**src/rtl/fifo_pkg.sv**
```systemverilog
// Shared types and helpers for the packet-aware store-and-forward FIFO.
package fifo_pkg;

    typedef enum logic [1:0] {WR_IDLE, WR_PKT, WR_DROP} wr_state_t;

    // Framing tags carried with every beat; the data field is appended by the
    // instantiating module because package typedefs cannot take parameters.
    typedef struct packed {
        logic sop;
        logic eop;
    } beat_tag_t;

    function automatic int ptr_w(input int depth);
        return $clog2(depth) + 1;
    endfunction

endpackage

```
**src/rtl/pkt_fifo_ram.sv**
```systemverilog
// Beat storage: synchronous write, asynchronous read.
module pkt_fifo_ram #(
    parameter int WIDTH = 34,
    parameter int DEPTH = 16,
    parameter int AW    = $clog2(DEPTH)
) (
    input  logic             clk,
    input  logic             i_wr_en,
    input  logic [AW-1:0]    i_wr_addr,
    input  logic [WIDTH-1:0] i_wr_data,
    input  logic [AW-1:0]    i_rd_addr,
    output logic [WIDTH-1:0] o_rd_data
);

    logic [WIDTH-1:0] r_mem [DEPTH];

    // NOTE: storage is deliberately not reset; the pointers alone decide which entries are valid.
    always_ff @(posedge clk) begin
        if (i_wr_en) r_mem[i_wr_addr] <= i_wr_data;
    end

    assign o_rd_data = r_mem[i_rd_addr];

endmodule

```
**src/rtl/pkt_fifo.sv**
```systemverilog
// Packet-aware store-and-forward FIFO: packets become readable only after a clean EOP;
// errored, truncated or overflowing packets are rewound and discarded in full.
module pkt_fifo
    import fifo_pkg::*;
#(
    parameter int DATA_W    = 32,
    parameter int DEPTH     = 16,
    parameter int AF_MARGIN = 2,
    parameter int CNT_W     = 16
) (
    input  logic                    clk,
    input  logic                    resetN,
    input  logic                    wr_valid,
    input  logic [DATA_W-1:0]       wr_data,
    input  logic                    wr_sop,
    input  logic                    wr_eop,
    input  logic                    wr_err,
    output logic                    rd_valid,
    input  logic                    rd_ready,
    output logic [DATA_W-1:0]       rd_data,
    output logic                    rd_sop,
    output logic                    rd_eop,
    output logic                    full,
    output logic                    almost_full,
    output logic                    empty,
    output logic [ptr_w(DEPTH)-1:0] pkt_count,
    output logic                    drop_pulse,
    output logic [CNT_W-1:0]        drop_count
);

    localparam int PW = ptr_w(DEPTH);
    localparam int AW = PW - 1;
    localparam logic [PW-1:0] DEPTH_P = PW'(DEPTH);
    localparam logic [PW-1:0] AF_P    = PW'(AF_MARGIN);

    typedef struct packed {
        beat_tag_t         tag;
        logic [DATA_W-1:0] data;
    } beat_t;

    wr_state_t        r_state, w_state_nxt;
    logic [PW-1:0]    r_wr_ptr, r_commit_ptr, r_rd_ptr, r_commit_tgt, r_pkt_count;
    logic             r_commit_pend, r_drop_pulse;
    logic [CNT_W-1:0] r_drop_count;

    logic [PW-1:0]    w_used, w_committed, w_commit_eff, w_wr_addr, w_wr_ptr_nxt;
    logic             w_full, w_accept, w_ovf, w_trunc, w_bad_eop, w_drop, w_wr_en, w_commit;
    logic             w_rd_valid, w_rd_fire, w_rd_eop_fire;
    beat_t            w_wr_beat, w_rd_beat;

    assign w_used      = r_wr_ptr - r_rd_ptr;
    assign w_committed = r_commit_ptr - r_rd_ptr;
    assign w_full      = (w_used == DEPTH_P);
    // A commit lands one edge after its EOP; a rewind in that edge must not fall behind it.
    assign w_commit_eff = r_commit_pend ? r_commit_tgt : r_commit_ptr;
    // Beat belongs to a live packet: either continuing one or opening a new one.
    assign w_accept = wr_valid && ((r_state == WR_PKT) || wr_sop);

    // NOTE: sequential state uses non-blocking assignments so every flop samples pre-edge values.
    always_ff @(posedge clk or negedge resetN) begin
        if (!resetN) r_state <= WR_IDLE;
        else         r_state <= w_state_nxt;
    end

    // NOTE: each always_comb output gets a default first so no latch is inferred.
    always_comb begin
        w_state_nxt = r_state;
        if (w_accept)
            w_state_nxt = wr_eop ? WR_IDLE : (w_full ? WR_DROP : WR_PKT);
        else if (wr_valid && (r_state == WR_DROP) && wr_eop)
            w_state_nxt = WR_IDLE;
    end

    always_comb begin
        w_ovf        = w_accept && w_full;
        w_trunc      = w_accept && !w_full && (r_state == WR_PKT) && wr_sop;
        w_bad_eop    = w_accept && !w_full && wr_eop && wr_err;
        w_drop       = w_ovf || w_trunc || w_bad_eop;
        w_wr_en      = w_accept && !w_full && !(wr_eop && wr_err);
        w_commit     = w_wr_en && wr_eop;
        w_wr_addr    = w_drop ? w_commit_eff : r_wr_ptr;
        w_wr_ptr_nxt = w_wr_en ? (w_wr_addr + PW'(1)) : w_wr_addr;
    end

    always_ff @(posedge clk or negedge resetN) begin
        if (!resetN) begin
            r_wr_ptr      <= '0;
            r_commit_ptr  <= '0;
            r_rd_ptr      <= '0;
            r_commit_tgt  <= '0;
            r_commit_pend <= 1'b0;
            r_pkt_count   <= '0;
            r_drop_pulse  <= 1'b0;
            r_drop_count  <= '0;
        end else begin
            r_wr_ptr      <= w_wr_ptr_nxt;
            r_commit_pend <= w_commit;
            r_drop_pulse  <= w_drop;
            if (w_commit)      r_commit_tgt <= w_wr_ptr_nxt;
            if (r_commit_pend) r_commit_ptr <= r_commit_tgt;
            if (w_rd_fire)     r_rd_ptr     <= r_rd_ptr + PW'(1);
            if (r_commit_pend && !w_rd_eop_fire)      r_pkt_count <= r_pkt_count + PW'(1);
            else if (!r_commit_pend && w_rd_eop_fire) r_pkt_count <= r_pkt_count - PW'(1);
            if (w_drop && (r_drop_count != '1)) r_drop_count <= r_drop_count + CNT_W'(1);
        end
    end

    assign w_wr_beat = {wr_sop, wr_eop, wr_data};

    pkt_fifo_ram #(
        .WIDTH (DATA_W + 2),
        .DEPTH (DEPTH),
        .AW    (AW)
    ) u_ram (
        .clk       (clk),
        .i_wr_en   (w_wr_en),
        .i_wr_addr (w_wr_addr[AW-1:0]),
        .i_wr_data (w_wr_beat),
        .i_rd_addr (r_rd_ptr[AW-1:0]),
        .o_rd_data (w_rd_beat)
    );

    assign w_rd_valid    = (w_committed != '0);
    assign w_rd_fire     = w_rd_valid && rd_ready;
    assign w_rd_eop_fire = w_rd_fire && w_rd_beat.tag.eop;

    assign rd_valid    = w_rd_valid;
    assign rd_data     = w_rd_valid ? w_rd_beat.data : '0;
    assign rd_sop      = w_rd_valid && w_rd_beat.tag.sop;
    assign rd_eop      = w_rd_valid && w_rd_beat.tag.eop;
    assign empty       = !w_rd_valid;
    assign full        = w_full;
    assign almost_full = ((DEPTH_P - w_used) <= AF_P);
    assign pkt_count   = r_pkt_count;
    assign drop_pulse  = r_drop_pulse;
    assign drop_count  = r_drop_count;

endmodule

```
**config.mk**
```make
export PLATFORM = sky130hd
export DESIGN_NAME = pkt_fifo
export DESIGN_NICKNAME = d
export VERILOG_FILES = /design/src/rtl/fifo_pkg.sv /design/src/rtl/pkt_fifo_ram.sv /design/src/rtl/pkt_fifo.sv
export SDC_FILE = /design/constraint.sdc
export NUM_CORES = 1
export LEC_CHECK = 0
export BUFFER_PORTS_ARGS = -buffer_cell sky130_fd_sc_hd__clkbuf_2
export CAP_MARGIN = 30
export CORE_UTILIZATION = 51
export DETAILED_ROUTE_END_ITERATION = 6
export GPL_TIMING_DRIVEN = 0
export PLACE_DENSITY_LB_ADDON = 0.05
export SYNTH_ARGS = -nofsm -noshare
export SYNTH_HDL_FRONTEND = slang
export SYNTH_HIERARCHICAL = 1
export SYNTH_SLANG_ARGS = --single-unit
```
**constraint.sdc**
```tcl
create_clock -name clk -period 6.1 [get_ports clk]
set_input_delay 0.61 -clock clk [delete_from_list [all_inputs] [get_ports clk]]
set_output_delay 0.61 -clock clk [all_outputs]
set_load 0.01 [all_outputs]
```
Word level (Yosys, flattened, before mapping)
Memories as Yosys holds them, arrays and structs flattened.
Index checks and enable logic that the tools add are counted.
Word-level totals
  flip-flop bits (word level): 45
  memory bits (writable): 544
  input port bits: 39
  output and inout port bits: 60
  logic and storage cells: 65
  memories kept: 1
Cells by class
  add/subtract/negate cells: 8
  order comparisons: 1
  equality and inequality tests: 4
  mux-type cells: 12
  reductions and logical operators: 30
Memories
  u_ram.r_mem: words 16, width 34, rd ports 1, clocked after memory_dff 0, wr ports 1, RTL line pkt_fifo_ram.sv:15  | logic [WIDTH-1:0] r_mem [DEPTH];
Operators by type and width (number)
  $mux 32: 1
  $mux 5: 5
  $logic_and 1x1->1: 19
  $add 16x1->16 const B: 1
  $ne 16x16->1 const B: 1
  $add 5x1->5 const B: 3
  $sub 5x5->5: 2
  $mux 2: 4
  $eq 5x5->1 const B: 1
  $le 5x2->1 const B: 1
  $logic_not 1->1: 5
  $reduce_bool 5->1: 1
  $sub 5x1->5 const B: 1
  $sub 5x5->5 const A: 1
  $reduce_bool 2->1: 2
  $logic_or 1x1->1: 3
  $eq 2x1->1 const B: 1
  $eq 2x2->1 const B: 1
  $mux 1: 2

Logic depth before layout (Yosys ltp)
Gate-level depths: netlist of the first run.
  depth in word-level cells: 11
  gate-level depth with buffers: 19
  mapped depth without buffers: 19

By module
The synthesis of the first run kept the hierarchy.
By module, submodules not included
  pkt_fifo_ram: times used 1, cells an instance 854, area an instance 20395.8 µm², sequential area each 16335.7 µm²
  pkt_fifo: times used 1, cells an instance 289, area an instance 2811.4 µm², sequential area each 1126.1 µm²

Worst setup path after synthesis of the first run
Ideal clock, no wire load.
  kind: register to register
  start point: register r_rd_ptr[0]
  end point: memory u_ram.r_mem[0][0] (enable)
  setup time: 0.467 ns
  arrival time: 5.598 ns
  data required time: 5.633 ns
  setup slack: 0.035 ns
  stages on the path, launching flop included: 13
  buffers on the path: 0
  clock period less this slack: 6.065 ns
  cells stage by stage: dfrtp_1 > ha_1 > fa_1 > ha_1 > and3_1 > ha_1 > a21o_1 > a21oi_2 > nor2_2 > mux2i_1 > inv_1 > or3b_2 > nor3_1
On the way
  cells in the longest elaborated chain, start to end: 9
  elaborated cells between the ends (all ways): 15
  those cells by class: add/sub (1); eq/ne (1); mux (3); reduce/logical (10)
Ends and longest elaborated chain
  from (decl): RTL line pkt_fifo.sv:42  | logic [PW-1:0] r_wr_ptr, r_commit_ptr, r_rd_ptr, r_commit_tgt, r_pkt_count;
  from (signal assigned): RTL line pkt_fifo.sv:101  | if (w_rd_fire) r_rd_ptr <= r_rd_ptr + PW'(1);
  $sub 5x5->5 (*): RTL line pkt_fifo.sv:51  | assign w_used = r_wr_ptr - r_rd_ptr;
  $eq 5x5->1 (*): RTL line pkt_fifo.sv:53  | assign w_full = (w_used == DEPTH_P);
  net full: RTL line pkt_fifo.sv:23  | output logic full,
  $logic_not 1->1: RTL line pkt_fifo.sv:76, pkt_fifo.sv:77
  $logic_and 1x1->1: RTL line pkt_fifo.sv:76, pkt_fifo.sv:77
  $logic_and 1x1->1 (2 in a row): RTL line pkt_fifo.sv:76  | w_trunc = w_accept && !w_full && (r_state == WR_PKT) && wr_sop;
  $logic_or 1x1->1: RTL line pkt_fifo.sv:78  | w_drop = w_ovf || w_trunc || w_bad_eop;
  $logic_or 1x1->1 (*): RTL line pkt_fifo.sv:78
  net w_drop: RTL line pkt_fifo.sv:47  | logic w_full, w_accept, w_ovf, w_trunc, w_bad_eop, w_drop, w_wr_en, w_commit;
  $mux 5 (*): RTL line pkt_fifo.sv:81  | w_wr_addr = w_drop ? w_commit_eff : r_wr_ptr;
  net w_wr_addr[3]: RTL line pkt_fifo.sv:46  | logic [PW-1:0] w_used, w_committed, w_commit_eff, w_wr_addr, w_wr_ptr_nxt;
  to (decl): RTL line pkt_fifo_ram.sv:15
The timed path passes the listed nets; every way through them passes the cells marked *.

Worst setup path in the final report of the first run
  start point: register r_rd_ptr[1]
  end point: memory u_ram.r_mem[0][14] (enable)
On the way
  cells in the longest elaborated chain, start to end: 9
  elaborated cells between the ends (all ways): 15
  those cells by class: add/sub (1); eq/ne (1); mux (3); reduce/logical (10)
Ends and longest elaborated chain (RTL line)
  $sub 5x5->5 (*): pkt_fifo.sv:51
  $eq 5x5->1 (*): pkt_fifo.sv:53
  $logic_not 1->1: pkt_fifo.sv:76, pkt_fifo.sv:77
  $logic_and 1x1->1: pkt_fifo.sv:76, pkt_fifo.sv:77
  $logic_and 1x1->1 (2 in a row): pkt_fifo.sv:76
  $logic_or 1x1->1: pkt_fifo.sv:78
  $logic_or 1x1->1 (*): pkt_fifo.sv:78
  net w_drop: pkt_fifo.sv:47
  $mux 5 (*): pkt_fifo.sv:81
  net w_wr_addr[3]: pkt_fifo.sv:46
Marks and branches as above.

==> results of run 1 <==
## kinds of logic (layout without fill, tap and decap cells)
kind of cell / Yosys count / count (layout) / synth area share
adder cells (fa/ha/maj): 20 / 20 / 0.0114
buffers and inverters: 71 / 309 / 0.0147
multiplexers: 152 / 152 / 0.140
XOR/XNOR: 31 / 31 / 0.0117
flip-flops: 589 / 589 / 0.752
AND/OR/NAND/NOR: 168 / 168 / 0.0364
AO/OA/AOI/OAI: 112 / 112 / 0.0338
## report_power, final
part | switching, W | leakage, nW | total [W] | internal (W)
Clock | 0.00146 | 0.895 | 0.00340 | 0.00194
Sequential | 0.000144 | 5.48 | 0.00489 | 0.00474
Combinational | 0.00237 | 2.69 | 0.00419 | 0.00181
Total | 0.00398 | 9.07 | 0.0125 | 0.00850
## metal layers
layer,share of wire,track usage
met3,0.049,0.0345
met5,0.00048,0
met4,0.015,0.0553
met1,0.45,0.341
met2,0.49,0.374
## Yosys cell counts, drive strengths merged, types with 5 or more instances
cell type	instances
a21o	7
a21oi	12
a22oi	68
buf	26
clkbuf	27
dfrtp	45
edfxtp	544
ha	18
inv	18
mux2	12
mux4	136
nand2	60
nand2b	5
nand3	14
nor2	21
nor2b	39
nor3	8
o21ai	11
xnor2	24
xor2	7
## area by class of cell
| cell class | instances | area [sq um] | share of cell area |
|---|---|---|---|
| Multi-Input combinational cell | 483 | 5520 | 0.205 |
| Timing Repair Buffer | 131 | 1030 | 0.0383 |
| Tap cell | 592 | 741 | 0.0276 |
| Sequential cell | 589 | 17500 | 0.649 |
| Clock buffer | 77 | 1580 | 0.0589 |
| Clock inverter | 30 | 215 | 0.00800 |
| Inverter | 18 | 67.6 | 0.00251 |
| Buffer | 53 | 273 | 0.0101 |
## tightest hold or removal path: stages
cell	delay, ns
clkbuf_2	0.10
o21ai_0	0.07
a21o_1	0.11
## timing repair
item,CTS,global route
resized for setup,0,0
hold buffers,1,0
endpoints found under the hold margin,18,0
## worst max path at each step
stage | startpoint | to | cells after the start
finish | r_rd_ptr[1]$_DFFE_PN0N_ | u_ram/r_mem[0][14]$_DFFE_PP_ | 16
global route | r_rd_ptr[1]$_DFFE_PN0N_ | u_ram/r_mem[0][14]$_DFFE_PP_ | 16
CTS | r_rd_ptr[0]$_DFFE_PN0N_ | u_ram/r_mem[11][14]$_DFFE_PP_ | 12
detailed placement | r_rd_ptr[0]$_DFFE_PN0N_ | u_ram/r_mem[3][20]$_DFFE_PP_ | 12
global placement | r_rd_ptr[1]$_DFFE_PN0N_ | u_ram/r_mem[0][20]$_DFFE_PP_ | 14
floorplan | r_rd_ptr[0]$_DFFE_PN0N_ | u_ram/r_mem[0][0]$_DFFE_PP_ | 12
## registers in the layout (all words and copies together), names as in the netlist
signal / cells
r_state: 2
u_ram/r_mem: 544
pkt_count: 5
r_commit_pend: 1
r_rd_ptr: 5
r_wr_ptr: 5
drop_count: 16
r_commit_tgt: 5
r_commit_ptr: 5
drop_pulse: 1
## per-stage QoR
step           setup slack, ns  instances  power, W  cell area [sq um]
2_1_floorplan           0.0349       1143   0.00770              23200
5_1_grt                  0.348       1973    0.0131              26900
3_5_place_dp             0.648       1864   0.00919              25100
6_report                 0.734       1973    0.0125              26900
3_3_place_gp             -3.44       1833   0.00908              24400
4_1_cts                  0.563       1972    0.0126              26900
==> impl_metrics.json, run 1 <==
{
  "drt_iter0_drc": 1040,
  "synth_seq_area_share": 0.752,
  "die_width_um": 215,
  "hold_viol": 0,
  "num_io_pins": 99,
  "slew_headroom": 0.347,
  "post-route-util": 0.604,
  "crit_fanout": 10,
  "ys_seq_elements": 589,
  "io_buffers": 98,
  "fp.dieArea_sq_um": 46400,
  "syn_area_sq_um": 23200,
  "synth-edff-count": 544,
  "path_class": "flip-flop to flip-flop",
  "cts-root-buf": "clkbuf_16",
  "vias": 11700,
  "drt_wl_total_um": 52300,
  "drtAntennaViolNets": 0,
  "drt_pre_antenna_iters": 5,
  "syn_area_per_cell_sq_um": 20.3,
  "cp_data_required_time_ns": 6.40,
  "reg2regPathDepth": 16,
  "mostFrequentLayoutCell": "edfxtp_1",
  "path_clk_slew_ns": 0.06,
  "cts.sinks": 589,
  "place.gp.congestion": 0.763,
  "antenna_found_initial": 2,
  "syn_to_final_growth_pct": 15.9,
  "drv_cap": 0,
  "htree_levels": 2,
  "num_rows": 77,
  "grt-ovfl-total": 0,
  "dp_hpwl_um": 32600,
  "ys.warnings.count": 6,
  "end_kind": "flip-flop",
  "fmax_mhz": 186,
  "core_sq_um": 44500,
  "min_to": "r_state[1]$_DFFE_PN0P_",
  "grtUsageTotal": 0.233,
  "rsz0062_at_grt": "no",
  "n_antenna_cell": 0,
  "die_h_um": 215,
  "status": "finished clean",
  "cts_buffer_depth": 3,
  "r2r-end": "u_ram/r_mem[0][14]$_DFFE_PP_",
  "cts_setup_buffers": 0,
  "worstMarginPinSlew_ns": 0.975,
  "vdd_drop_max_uv": 282,
  "grt_max_degree": 28,
  "worstSkewPairLatency_ns": 0.62,
  "setup_viol": 0,
  "finalSetupTns_ns": 0,
  "leakage_nw": 9.07,
  "arrival_ns": 5.67,
  "setup.worst_path.start_class": "flip-flop",
  "cts_buffers": 59,
  "synth_cells": 1143,
  "clock_skew_ns": 0.0190,
  "nets": 1394,
  "grt_pass1_vias": 12100,
  "synth_top_cell_by_area": "edfxtp_1",
  "r2r-start": "r_rd_ptr[1]$_DFFE_PN0N_",
  "synthTopCellsByArea": "edfxtp_1 (70%), mux4_2 (13%), dfrtp_1 (4.9%)",
  "drc": 0,
  "post-route-period-util": 0.880,
  "ys_types": 51,
  "initial_core_util": 0.521,
  "rrSetupSlack_ns": 0.73,
  "hp-start": "wr_valid",
  "nFillCells": 3247,
  "wl_per_cell_um": 26.5,
  "slew_violations": 0,
  "final_cell_mix": "edfxtp_1 (544), mux4_2 (136), clkbuf_2 (98), a22oi_1 (68), nand2_1 (60)",
  "synthFlopType": "edfxtp_1",
  "cp_num_buf_inv": 4,
  "drive_gt1_frac": 0.293,
  "synthArstFlopShare": 0.0764,
  "vias_per_cell": 5.92,
  "cp_slowest_cell": "nor3_2",
  "max_stage_delay_ns": 0.77,
  "synth_top_area_frac": 0.704,
  "synth.net_count": 1202,
  "hold_class": "input port to flip-flop",
  "cts_tree": "yes",
  "min_path_cells": 3,
  "hold-worst-slack_ns": 0.331,
  "p_per_area_nw_per_um2": 464,
  "period_minus_slack_ns": 5.37,
  "grt_pass1_wl_um": 78600,
  "crit_family": "simple AND/OR/NAND/NOR gates",
  "cp_cell_sequence": "inv_1 > ha_1 > a21o_1 > a21oi_1 > xor2_1 > and3_1 > ha_1 > a21o_1 > a21oi_2 > nor2_2 > mux2i_1 > inv_1 > or3b_2 > nor3_2 > buf_6 > buf_6"
}
No activity file was read; power rests on OpenSTA's default activity.
==> run 2: changes to the inputs <==
--- a/config.mk
+++ b/config.mk
@@ -10,6 +10,7 @@
 export CORE_UTILIZATION = 51
 export DETAILED_ROUTE_END_ITERATION = 6
 export GPL_TIMING_DRIVEN = 0
+export MAX_ROUTING_LAYER = met4
 export PLACE_DENSITY_LB_ADDON = 0.05
 export SYNTH_ARGS = -nofsm -noshare
 export SYNTH_HDL_FRONTEND = slang
==> run 2 against run 1 <==
Effect of this change: final cell count rose by 0.10%; worst setup slack improved by 0.0026 ns; utilization barely moved; largest cell class unchanged; largest power group unchanged; highest routed layer is now met4.
==> impl_metrics.json, run 2 (synthesis results as in run 1) <==
{
  "status": "finished clean",
  "fp.dieArea_sq_um": 46400,
  "dpl_worst_slack_ns": 0.648,
  "grt_max_degree": 28,
  "core_sq_um": 44500,
  "cp_slowest_cell": "nor3_2",
  "dp_hpwl_um": 32600,
  "setup_viol": 0,
  "final_cell_mix": "edfxtp_1 (544), mux4_2 (136), clkbuf_2 (98), a22oi_1 (68), nand2_1 (60)",
  "drc": 0,
  "vdd_drop_max_uv": 282,
  "post-route-util": 0.604,
  "power.total_w": 0.0125,
  "cp_data_required_time_ns": 6.40,
  "top_register": "u_ram/r_mem",
  "grt-ovfl-total": 0,
  "rsz0062_at_grt": "no",
  "io_buffers": 98,
  "vias": 11700,
  "arrival_ns": 5.67,
  "num_rows": 77,
  "fin_area_sq_um": 26900,
  "drv_cap": 0,
  "worstSkewPairLatency_ns": 0.62,
  "clock_skew_ns": 0.0168,
  "end_kind": "flip-flop",
  "htree_levels": 2,
  "drtAntennaViolNets": 0,
  "cts-root-buf": "clkbuf_16",
  "place.gp.congestion": 0.773,
  "period_minus_slack_ns": 5.36,
  "fmax_mhz": 186,
  "syn_to_final_growth_pct": 15.9,
  "path_class": "flip-flop to flip-flop",
  "die_h_um": 215,
  "drt_pre_antenna_iters": 5,
  "initial_core_util": 0.521,
  "grtUsageTotal": 0.240,
  "num_io_pins": 99,
  "setup.worst_path.start_class": "flip-flop",
  "antenna_found_initial": 2,
  "cts.sinks": 589,
  "cts_tree": "yes",
  "post-route-period-util": 0.879,
  "drt_wl_total_um": 52300,
  "drive_gt1_frac": 0.293,
  "die_width_um": 215,
  "cts_buffer_depth": 3,
  "wl_per_cell_um": 26.5,
  "nets": 1394,
  "leakage_nw": 9.07,
  "path_clk_slew_ns": 0.06,
  "largest_reg_flops": 544,
  "cp_cell_sequence": "inv_1 > ha_1 > a21o_1 > a21oi_1 > xor2_1 > and3_1 > ha_1 > a21o_1 > a21oi_2 > nor2_2 > mux2i_1 > inv_1 > or3b_2 > nor3_2 > buf_6 > buf_6",
  "drt_iter0_drc": 1019,
  "vias_per_cell": 5.92,
  "p_per_area_nw_per_um2": 464,
  "slew_violations": 0,
  "cts_buffers": 59,
  "hold_class": "input port to flip-flop",
  "mostFrequentLayoutCell": "edfxtp_1",
  "slew_headroom": 0.345,
  "grt_pass1_wl_um": 78700,
  "worstMarginPinSlew_ns": 0.975,
  "crit_fanout": 10,
  "cts-resized-gates": 0,
  "grt_pass1_vias": 12100,
  "fin_ws_ns": 0.737,
  "max_stage_delay_ns": 0.78,
  "postPlaceCellArea_sq_um": 25100,
  "hold_viol": 0
}
-- run 2: cell count changes in the layout (fill, tap and decap cells not counted), sizes merged --
cell / previous run / this run
diode: 0 / 2
-- run 2: what timing repair did --
item                       in CTS  in global routing
hold endpoints to repair       18                  0
hold buffers                    1                  0
buffers inserted                0                  0
setup endpoints to repair       0                  0
-- run 2: layout make-up --
| cell class | instances | area (sq um) |
|---|---|---|
| diodes | 2 | 5.00 |
| plain buffers | 53 | 273 |
| clock buffers | 77 | 1580 |
| clock inverters | 30 | 215 |
| fillers | 3247 | 17600 |
| inverters | 18 | 67.6 |
| multi-input cells | 483 | 5520 |
| flip-flops and latches | 589 | 17500 |
| well taps | 592 | 741 |
| repair buffers | 131 | 1030 |
-- run 2: power by group --
part	leakage, nW	internal, W	switching (W)
combinational	2.69	0.00181	0.00237
sequential	5.48	0.00474	0.000143
clock	0.895	0.00194	0.00146
-- run 2: worst paths after layout --
check                                         startpoint                            to  slack [ns]  cells after the start
worst min register to register  pkt_count[4]$_DFFE_PN0P_      pkt_count[4]$_DFFE_PN0P_        0.47                      1
worst min-delay path                            wr_valid        r_state[1]$_DFFE_PN0P_        0.33                      3
max in group asynchronous                         resetN     drop_count[6]$_DFFE_PN0P_        5.07                      3
worst max register to register   r_rd_ptr[1]$_DFFE_PN0N_  u_ram/r_mem[0][14]$_DFFE_PP_        0.74                     16
worst max-delay path             r_rd_ptr[1]$_DFFE_PN0N_  u_ram/r_mem[0][14]$_DFFE_PP_        0.74                     16
min in group asynchronous                         resetN         r_wr_ptr[4]$_DFF_PN0_        0.51                      2
-- run 2: worst max-delay path, delay by kind of cell (launching register included) --
kind,cells,cell delay [ns]
muxes,1,0.40
buffers and inverters,4,0.72
DFF,1,0.49
adders and majority gates,2,0.53
AOI/OAI and AO/OA,4,0.59
xor gates and xnor gates,1,0.27
and+or+nand+nor,4,2.04
-- run 2: routing by layer --
layer | GRT usage | part of all wire
met5 | - | 0
met4 | 0.0553 | 0.015
met3 | 0.0345 | 0.051
met2 | 0.374 | 0.49
met1 | 0.341 | 0.44
-- run 2: stage by stage --
stage	instances	hold WS, ns	TNS [ns]
after floorplan	1143	0.314	0
after global placement	1833	0.458	-877.97
after detailed placement	1864	0.458	0
after CTS	1972	0.289	0
after global routing	1975	0.342	0
final	1975	0.330	0
==> run 3: changes to the inputs <==
==> constraint.sdc (replaced) <==
create_clock -name clk -period 6.1 [get_ports clk]
set_input_delay 0.305 -clock clk [delete_from_list [all_inputs] [get_ports clk]]
set_output_delay 0.305 -clock clk [all_outputs]
set_load 0.01 [all_outputs]
==> run 3 against run 2 <==
Effect of this change: utilization hardly changed; sequential share of layout area hardly changed; wire length hardly changed; largest cell class unchanged; highest routed layer unchanged.
==> impl_metrics.json, run 3 (synthesis results as in run 1) <==
{
  "power.internal_w": 0.00850,
  "cts.sinks": 589,
  "finalSetupTns_ns": 0,
  "grt_pass1_wl_um": 78700,
  "path_class": "flip-flop to flip-flop",
  "wl_per_cell_um": 26.5,
  "nFillCells": 3246,
  "end_kind": "flip-flop",
  "top_usage_layer": "met2",
  "clock_skew_ns": 0.0170,
  "syn_to_final_growth_pct": 15.9,
  "largest_reg_flops": 544,
  "switching_share": 0.319,
  "hold_viol": 0,
  "arrival_ns": 5.68,
  "grtUsageTotal": 0.240,
  "dp_hpwl_um": 32600,
  "fp.dieArea_sq_um": 46400,
  "crit_fanout": 10,
  "top_register": "u_ram/r_mem",
  "cts_buffer_depth": 3,
  "die_width_um": 215,
  "io_buffers": 98,
  "cts-root-buf": "clkbuf_16",
  "crit_family": "simple AND/OR/NAND/NOR gates",
  "cp_data_required_time_ns": 6.40,
  "met2_usage": 0.374,
  "gr-usage-met1": 0.341,
  "postPlaceCellArea_sq_um": 25100,
  "grt_pass1_vias": 12100,
  "cp_cell_sequence": "inv_1 > ha_1 > a21o_1 > a21oi_1 > xor2_1 > and3_1 > ha_1 > a21o_1 > a21oi_2 > nor2_2 > mux2i_1 > inv_1 > or3b_2 > nor3_2 > buf_6 > buf_6",
  "drive_gt1_frac": 0.293,
  "clkPwrFrac": 0.273,
  "drc": 0,
  "mostFrequentLayoutCell": "edfxtp_1",
  "post-route-period-util": 0.881,
  "rsz0062_at_grt": "no",
  "seqPwrFrac": 0.392,
  "antenna_found_initial": 2,
  "htree_levels": 2,
  "setup.worst_path.start_class": "flip-flop",
  "grt_max_degree": 28,
  "slew_headroom": 0.345,
  "use_met3": 0.0345,
  "core_sq_um": 44500,
  "drt_wl_total_um": 52300,
  "worstSkewPairLatency_ns": 0.61,
  "multi_input_area_sq_um": 5520,
  "drtAntennaViolNets": 0,
  "power_switching_w": 0.00398,
  "vias": 11700,
  "hold_class": "input port to flip-flop",
  "num_rows": 77,
  "p_per_area_nw_per_um2": 464,
  "seqCellArea_sq_um": 17500,
  "cp_num_buf_inv": 4,
  "max_stage_delay_ns": 0.77,
  "slew_violations": 0,
  "final_cell_mix": "edfxtp_1 (544), mux4_2 (136), clkbuf_2 (98), a22oi_1 (68), nand2_1 (60)",
  "die_h_um": 215,
  "period_minus_slack_ns": 5.37,
  "initial_core_util": 0.521,
  "place.gp.congestion": 0.773,
  "status": "finished clean",
  "cts_setup_buffers": 0,
  "path_clk_slew_ns": 0.06,
  "leakage_nw": 9.08,
  "worstMarginPinSlew_ns": 0.977,
  "setup_viol": 0,
  "comb_power_share": 0.336,
  "drt_pre_antenna_iters": 5,
  "drt_iter0_drc": 1023,
  "fmax_mhz": 186,
  "drv_cap": 0,
  "fin_area_sq_um": 26900,
  "vdd_drop_max_uv": 282,
  "nets": 1395,
  "num_io_pins": 99,
  "cp_slowest_cell": "nor3_2",
  "power.total_w": 0.0125,
  "cts_buffers": 59,
  "vias_per_cell": 5.93,
  "cts_tree": "yes",
  "grt-ovfl-total": 0
}
-- run 3: final timing paths --
| check | cells after the start | start | slack [ns] | to |
|---|---|---|---|---|
| max | 16 | r_rd_ptr[1]$_DFFE_PN0N_ | 0.73 | u_ram/r_mem[0][14]$_DFFE_PP_ |
| min reg2reg | 1 | pkt_count[4]$_DFFE_PN0P_ | 0.47 | pkt_count[4]$_DFFE_PN0P_ |
| min | 3 | rd_ready | 0.05 | r_rd_ptr[0]$_DFFE_PN0N_ |
| max reg2reg | 16 | r_rd_ptr[1]$_DFFE_PN0N_ | 0.73 | u_ram/r_mem[0][14]$_DFFE_PP_ |
| min in group asynchronous | 2 | resetN | 0.20 | r_wr_ptr[4]$_DFF_PN0_ |
| max in group asynchronous | 3 | resetN | 5.37 | drop_count[6]$_DFFE_PN0P_ |
-- run 3: power by group through the flow --
stage                     combinational, W  clock [W]  sequential [W]
after floorplan                    0.00275          0         0.00496
after detailed placement           0.00422          0         0.00497
after global routing               0.00454    0.00362         0.00492
final                              0.00419    0.00340         0.00489
after global placement             0.00408          0         0.00499
after CTS                          0.00424    0.00347         0.00489
-- run 3: repair_timing --
action,in CTS,in global routing
hold buffers,2,0
gates resized for setup,0,0
hold endpoints to repair,19,0
-- run 3: layout make-up --
type                            instances  area share
Tap cell                              592      0.0275
Clock inverter                         30     0.00800
Timing Repair Buffer                  132      0.0386
Antenna cell                            2    0.000186
Multi-Input combinational cell        483       0.205
Clock buffer                           77      0.0589
Sequential cell                       589       0.649
Buffer                                 53      0.0101
Inverter                               18     0.00251
-- run 3: through the flow --
| step | setup WS (ns) | util | hold WS (ns) | instances |
|---|---|---|---|---|
| global placement | -3.44 | 0.549 | 0.458 | 1833 |
| CTS | 0.563 | 0.604 | 0.0227 | 1973 |
| global route | 0.348 | 0.604 | 0.0658 | 1976 |
| finish | 0.727 | 0.604 | 0.0513 | 1976 |
| detailed placement | 0.648 | 0.563 | 0.300 | 1864 |
| floorplan | 0.0349 | - | 0.00941 | 1143 |
-- run 3: tightest hold or removal path, delay by kind of cell --
| family | cells | cell delay [ns] |
|---|---|---|
| XOR/XNOR | 1 | 0.07 |
| AND/OR/NAND/NOR | 1 | 0.12 |
| buffers and inverters | 1 | 0.12 |
-- run 3: metal layers --
| layer | vias to the layer above | wire length, um |
|---|---|---|
| li1 | 5067 | - |
| met1 | 6272 | 23100 |
| met2 | 312 | 25600 |
| met3 | 61 | 2750 |
| met4 | 0 | 786 |
| met5 | - | 0 |
